[src/rtl/latch_ctrl.sv]
// latch_ctrl: round-robin arbiter for two requesters that sequences WRITE/CLEAR/PRESET/READ onto a
// 4-slot latch bank (IDLE->SETUP->STROBE->HOLD). Define LATCH_CTRL_SHADOW_EN for shadow storage + READ data.
module latch_ctrl #(
   parameter int WIDTH = 8,
   parameter int NSLOT = 4
) (
   input  logic             clk,
   input  logic             rst,
   input  logic             a_valid,
   output logic             a_ready,
   input  logic [1:0]       a_op,
   input  logic [1:0]       a_addr,
   input  logic [WIDTH-1:0] a_data,
   input  logic             b_valid,
   output logic             b_ready,
   input  logic [1:0]       b_op,
   input  logic [1:0]       b_addr,
   input  logic [WIDTH-1:0] b_data,
   output logic [WIDTH-1:0] lat_d,
   output logic [NSLOT-1:0] lat_ena,
   output logic [NSLOT-1:0] lat_clr,
   output logic [NSLOT-1:0] lat_pre,
   output logic             busy,
   output logic             rd_valid,
   output logic [WIDTH-1:0] rd_data,
   output logic             rd_id
);
   localparam logic [1:0] OP_WRITE  = 2'b00;
   localparam logic [1:0] OP_CLEAR  = 2'b01;
   localparam logic [1:0] OP_PRESET = 2'b10;
   localparam logic [1:0] OP_READ   = 2'b11;

   typedef enum logic [1:0] {IDLE, SETUP, STROBE, HOLD} state_t;

   typedef struct packed {
      logic [1:0] op;
      logic [1:0] addr;
   } cmd_t;

   state_t           state, state_nxt;
   cmd_t             cmd_q, req_cmd;
   logic [WIDTH-1:0] req_data;
   logic             ptr_q;
   logic             grant_b;
   logic             xfer;
   logic             in_strobe;

   // Ready is gated by rst so nothing is accepted on an edge that resets the block.
   always_comb begin
      grant_b      = b_valid;
      if (a_valid && b_valid)
         grant_b   = ptr_q;
      xfer         = (state == IDLE) && !rst && (a_valid || b_valid);
      a_ready      = xfer && !grant_b;
      b_ready      = xfer && grant_b;
      req_cmd.op   = grant_b ? b_op   : a_op;
      req_cmd.addr = grant_b ? b_addr : a_addr;
      req_data     = grant_b ? b_data : a_data;
   end

   always_comb begin
      state_nxt = state;
      case (state)
         IDLE:    if (xfer) state_nxt = SETUP;
         SETUP:   state_nxt = STROBE;
         STROBE:  state_nxt = HOLD;
         default: state_nxt = IDLE;
      endcase
   end

   always_ff @(posedge clk) begin
      if (rst) begin
         state <= IDLE;
         ptr_q <= 1'b0;
         cmd_q <= '0;
         lat_d <= '0;
      end else begin
         state <= state_nxt;
         if (xfer) begin
            ptr_q <= ~grant_b;
            cmd_q <= req_cmd;
            // lat_d is loaded on the accept edge so it is stable from SETUP through HOLD.
            case (req_cmd.op)
               OP_WRITE:  lat_d <= req_data;
               OP_CLEAR:  lat_d <= '0;
               OP_PRESET: lat_d <= '1;
               default:   lat_d <= lat_d;
            endcase
         end
      end
   end

   assign busy      = (state != IDLE);
   assign in_strobe = (state == STROBE);

`ifdef LATCH_CTRL_SHADOW_EN
   logic [NSLOT-1:0][WIDTH-1:0] shadow;
   logic                        id_q;
`endif

   for (genvar i = 0; i < NSLOT; i++) begin : g_slot
      logic hit;
      assign hit        = in_strobe && (cmd_q.addr == 2'(i));
      assign lat_ena[i] = hit && (cmd_q.op == OP_WRITE);
      assign lat_clr[i] = hit && (cmd_q.op == OP_CLEAR);
      assign lat_pre[i] = hit && (cmd_q.op == OP_PRESET);
`ifdef LATCH_CTRL_SHADOW_EN
      // lat_d already carries the value the slot takes (data, zeros or ones).
      logic [WIDTH-1:0] shadow_q;
      always_ff @(posedge clk) begin
         if (rst)
            shadow_q <= '0;
         else if (hit && (cmd_q.op != OP_READ))
            shadow_q <= lat_d;
      end
      assign shadow[i] = shadow_q;
`endif
   end

`ifdef LATCH_CTRL_SHADOW_EN
   always_ff @(posedge clk) begin
      if (rst)
         id_q <= 1'b0;
      else if (xfer)
         id_q <= grant_b;
   end

   assign rd_valid = in_strobe && (cmd_q.op == OP_READ);
   assign rd_data  = rd_valid ? shadow[cmd_q.addr] : '0;
   assign rd_id    = rd_valid && id_q;
`else
   assign rd_valid = 1'b0;
   assign rd_data  = '0;
   assign rd_id    = 1'b0;
`endif

   a_one_stb: assert property (@(posedge clk) disable iff (rst)
      $onehot0({lat_ena, lat_clr, lat_pre}));
   a_one_rdy: assert property (@(posedge clk) disable iff (rst)
      !(a_ready && b_ready));
   a_rdy_idle: assert property (@(posedge clk) disable iff (rst)
      (a_ready || b_ready) |-> (state == IDLE));

endmodule

[config.mk]
export PLATFORM = sky130hd
export DESIGN_NAME = latch_ctrl
export DESIGN_NICKNAME = d
export VERILOG_FILES = /design/src/rtl/latch_ctrl.sv
export SDC_FILE = /design/constraint.sdc
export NUM_CORES = 1
export LEC_CHECK = 0
export CORE_UTILIZATION = 38
export CTS_CLUSTER_SIZE = 28
export DETAILED_ROUTE_END_ITERATION = 6
export PLACE_DENSITY = 0.79
export SKIP_CTS_REPAIR_TIMING = 1
export SKIP_LAST_GASP = 1
export SYNTH_ARGS = -nofsm -noshare
export SYNTH_HDL_FRONTEND = slang
export SYNTH_SLANG_ARGS = --single-unit
[constraint.sdc]
create_clock -name clk -period 3.02 [get_ports clk]
set_input_delay 0.604 -clock clk [delete_from_list [all_inputs] [get_ports clk]]
set_output_delay 0.604 -clock clk [all_outputs]
set_load 0.02 [all_outputs]
After elaboration in Yosys (flattened, before gate mapping):

Cells that the tools add are included.

* ROM bits: 0
* bits in latches: 0
* word-level logic and storage cells: 54
* flip-flop bits (word level): 15
* memories kept: 0
* memory bits (writable): 0
* bits of input ports: 28

* reduce and logical (&&, ||, !) cells: 31
* bitwise logic cells: 1
* equal/unequal tests: 10
* multiply operators: 0
* multiplexer cells: 7
* magnitude comparators: 0
* add/subtract/negate cells: 0
* shifts and indexed selects: 0
* div/mod/pow operators: 0

Operators with widths (number)
* $pmux W8 S3: 1
* $logic_and A1 B1 Y1: 21
* $eq A2 B2 Y1 const B: 5
* $eq A2 B1 Y1 const B: 4
* $logic_not A2 Y1: 4
* $mux W8: 1
* $mux W2: 3
* $pmux W2 S3: 1
* $reduce_bool A3 Y1: 1
* $logic_not A1 Y1: 2
* $ne A2 B2 Y1 const B: 1
* $reduce_and A2 Y1: 1
* $reduce_bool A2 Y1: 1
* $logic_or A1 B1 Y1: 1
* $mux W1: 1
* $not A1 Y1: 1

Depth between registers and ports, before layout:

* word-level depth: 6
* depth in mapped cells: 9
* mapped depth without buffers: 7

Worst setup path after synthesis:

No wires, ideal clock.

* path kind: input to register
* start: in b_valid
* end: reg lat_d[0]
* setup time: 92 ps
* cell stages on the path: 9
* data arrival time: 2623 ps
* slack: 305 ps
* cells stage by stage: clkbuf_1 > clkbuf_1 > nand3_1 > and2_1 > ha_1 > nor2_1 > or4_1 > buf_2 > o32ai_1

* longest elaborated chain between the ends: 6

RTL lines
* start, declared: line 14 `input logic b_valid,`
* $logic_and A1 B1 Y1: line 51 `if (a_valid && b_valid)`
* $mux W1: line 51
* $mux W2: line 56 `req_cmd.op = grant_b ? b_op : a_op;`
* $eq A2 B2 Y1 (tied with other cells): line 83 `case (req_cmd.op)`
* $reduce_bool A3 Y1 (no line)
* $reduce_and A2 Y1 (no line)
* end signal, assigned: line 84 `OP_WRITE: lat_d <= req_data;`
* end signal, assigned: line 87 `default: lat_d <= lat_d;`
* end, declared: line 19 `output logic [WIDTH-1:0] lat_d,`

Parallel ways exist; a longest one is shown, timed or not.
A chain may end at the register's enable or synchronous reset.

Final worst setup path:

* start: in b_valid
* end: out b_ready

* longest elaborated chain between the ends: 3

RTL lines
* $logic_and A1 B1 Y1 or $logic_or A1 B1 Y1 (tied branches): line 51, 53
* $mux W1 or $logic_and A1 B1 Y1 (tied branches): line 51, 53
* $logic_and A1 B1 Y1 *: line 55 `b_ready = xfer && grant_b;`
* end, declared: line 15 `output logic b_ready,`

Mark *: on every way between the ends. The rest lies on a longest branch, timed or not.

==> impl_metrics.py <==
metrics = {
    "sta": {
        "skew_ps": 1.475,
        "setup_ws_ps": 92.41,
        "rsz0062_at_grt": "false",
        "fin_tns_setup_ps": 0,
        "setup_viol": 0,
        "final-max-slew-violation-count": 0,
        "hold_viol": 0,
        "min_period_ps": 2928,
        "period_share_pct": 96.94,
        "max_freq_mhz": 341.6,
    },
    "yosys": {
        "synthSimpleGateAreaFrac_pct": 33.56,
        "ys_ff_latch": 15,
        "yosysSeqAreaShare_pct": 27.49,
        "ys_types": 28,
        "synthCells": 142,
        "avgSynthCellArea_um2": 7.692,
        "synth-compound-area-share_pct": 20.96,
        "async_flop_share_pct": 0,
        "synth-xor-area-share_pct": 0,
        "synth-edff-count": 0,
        "yosysWarnings": 0,
        "synth_area_um2": 1092,
        "synthFlopType": "dfxtp_1",
        "synth_top_family_by_area": "simple AND/OR/NAND/NOR gates",
        "yosys-mux-area-fraction_pct": 0,
        "synth_fa_ha_area_share_pct": 5.727,
    },
    "cts": {
        "clockRootBuffer": "clkbuf_4",
        "clk_pin_slew_ps": 100,
        "clk_latency_ps": 300,
        "numCtsBuffers": 3,
        "cts-htree-levels": 1,
        "clock_sinks": 15,
        "clock_path_buffers": 2,
        "cts_tree": "built",
    },
    "drt": {
        "wl_mm": 3.104,
        "drc": 0,
        "postRouteAntennaNets": 0,
        "first_iter_violations": 22,
        "viasPerCell": 5.366,
        "wire_per_inst_um": 13.67,
        "vias": 1218,
        "first_pass_iters": 6,
    },
    "layout": {
        "drive_above_1_share_pct": 8.163,
        "antenna_cells": 0,
        "multi_input_area_um2": 695.7,
        "final-seq-area_um2": 300.3,
        "fillers": 248,
        "utilization_pct": 60.69,
        "nets": 230,
        "area_delta_synth_final_pct": 51.89,
    },
    "placed_design": {
        "hpwl_mm": 2.371,
        "gp_congestion": 0.8076,
        "numPortBuffers": 50,
        "pre_cts_ws_ps": -28.01,
    },
    "pwr": {
        "powerDensity_nw_per_um2": 574.0,
        "intPower_mw": 0.5499,
        "switching_share_pct": 42.26,
        "clkPwrFrac_pct": 13.1,
        "p_seq_share_pct": 32.6,
        "power_frac_comb_pct": 54.3,
        "ir_worst_vdd_mv": 0.3152,
        "p_leak_nw": 0.6142,
        "p_sw_mw": 0.4025,
    },
    "floorplanning": {
        "die_h_um": 55.62,
        "initial_core_util_pct": 39.95,
        "rows": 19,
        "dieArea_um2": 3093,
        "pin_count": 61,
        "die_w_um": 55.62,
        "core-area_um2": 2734,
    },
    "setup_path": {
        "start_kind": "input port",
        "cp-end-kind": "output pin",
        "crit_arrival_ps": 2320,
        "critical_path_buf_inv_count": 3,
        "crit_chain": "clkdlybuf4s50_1 -> inv_1 -> nor4_1 -> clkdlybuf4s50_1",
        "timing.critical_path.mode_cell": "clkdlybuf4s50_1",
        "crit_type": "in -> out",
        "slowest_delay_ps": 670,
        "worstPathMaxFanout": 6,
        "cp_data_required_time_ps": 2420,
        "crit_slowest_cell": "clkdlybuf4s50_1",
        "cp_top_family": "buffers and inverters",
    },
    "status": {
        "outcome": "completed",
    },
    "global_routing": {
        "grtUsageTotal_pct": 19.81,
        "antenna_found_initial": 0,
        "grt_overflow": 0,
        "grt_pass1_vias": 1112,
        "grt_pass1_wl_mm": 4.871,
        "grt_start_max_net_pins": 17,
    },
    "run": {
        "drv_cap": 0,
    },
    "worst_hold_path": {
        "hp-class": "reg -> reg",
    },
}
## cells in the mapped netlist (2+ instances only)
library cell | n | area (um2)
a21oi_1 | 10 | 50.05
a311oi_1 | 5 | 43.79
buf_2 | 2 | 10.01
buf_4 | 10 | 75.07
clkbuf_1 | 8 | 30.03
dfxtp_1 | 15 | 300.3
ha_1 | 5 | 62.56
inv_1 | 4 | 15.01
nand2_1 | 5 | 18.77
nand2b_1 | 19 | 118.9
nand3_1 | 5 | 25.02
nor2_1 | 14 | 52.55
nor3_1 | 5 | 25.02
nor4_1 | 2 | 12.51
nor4b_1 | 8 | 70.07
o21ai_0 | 5 | 25.02
o32ai_1 | 8 | 70.07
or4_1 | 2 | 15.01
## flip-flops by register name, summed over array words and instances, names as in the netlist
register,cells
ptr_q,1
lat_d,8
cmd_q,4
state,2
## through the flow
step	cells	hold slack, ps	instance area [um2]	total power, mW
after floorplan	151	484.2	1126	0.6291
after global placement	223	479.9	1633	0.8103
after detailed placement	223	480.4	1633	0.8245
after CTS	227	499.3	1659	0.9505
after global routing	227	512.8	1659	1.012
final	227	499.6	1659	0.9524
## worst reg2reg max path, stage by stage, from the launching register on
cell	delay [ps]
dfxtp_1	360
nand2b_1	240
nand3_1	160
and2_1	170
ha_1	290
nor2_1	40
or4_1	570
o32ai_1	370
## layer usage
layer	global-route usage [%]	wire, um	vias up
met4	7.857	40	0
met5	0	0	-
met2	36.66	1598	50
met3	3.488	194	5
li1	-	-	606
met1	22.27	1270	557
## final timing paths
kind | start | endpoint | slack, ps | cells past startpoint
setup reg to reg | ptr_q | lat_d[1] | 720 | 7
hold reg to reg | lat_d[5] | lat_d[5] | 500 | 2
hold / removal | lat_d[5] | lat_d[5] | 500 | 2
setup / recovery | b_valid | b_ready | 90 | 4
## cells in the final DEF (no fill, tap or decap)
| master | Yosys | routed |
|---|---|---|
| nand2b_1 | 19 | 19 |
| nand2_1 | 5 | 5 |
| inv_1 | 4 | 4 |
| o311ai_0 | 1 | 1 |
| a211oi_1 | 1 | 1 |
| clkbuf_1 | 8 | 1 |
| nand3b_1 | 1 | 1 |
| o21ai_2 | 1 | 1 |
| or3b_2 | 1 | 1 |
| o21a_1 | 1 | 1 |
| nand3_1 | 5 | 5 |
| clkbuf_4 | 0 | 3 |
| buf_4 | 10 | 11 |
| nor2_1 | 14 | 14 |
| o31ai_1 | 1 | 1 |
| or4_1 | 2 | 2 |
| conb_1 | 1 | 10 |
| nor4_1 | 2 | 2 |
| a21oi_1 | 10 | 10 |
| nor2b_1 | 1 | 1 |
| ha_1 | 5 | 5 |
| o21ai_0 | 5 | 5 |
| o32ai_1 | 8 | 8 |
| nor4b_1 | 8 | 8 |
| dfxtp_1 | 15 | 15 |
| and2_1 | 1 | 1 |
| a311oi_1 | 5 | 5 |
| clkdlybuf4s50_1 | 0 | 50 |
| nor3_1 | 5 | 5 |
## final cells by class
| class | count | share of cell area (%) |
|---|---|---|
| Timing Repair Buffer | 61 | 35.14 |
| Tap cell | 31 | 2.338 |
| Multi-Input combinational cell | 112 | 41.93 |
| Sequential cell | 15 | 18.10 |
| Clock buffer | 4 | 1.584 |
| Inverter | 4 | 0.9050 |
## power groups by stage
stage | combinational, mW | clock, mW | sequential, mW
floorplan | 0.291 | 0 | 0.338
global placement | 0.500 | 0 | 0.310
detailed placement | 0.512 | 0 | 0.312
CTS | 0.517 | 0.124 | 0.310
global route | 0.558 | 0.136 | 0.319
finish | 0.517 | 0.125 | 0.310
## logic make-up after synthesis
family          after synthesis
simple gates                 64
compound gates               33
buf+inv                      24
flops                        15
fa+ha+maj                     5
other cells                   1
Note: power is estimated with default switching activity, not from simulation.
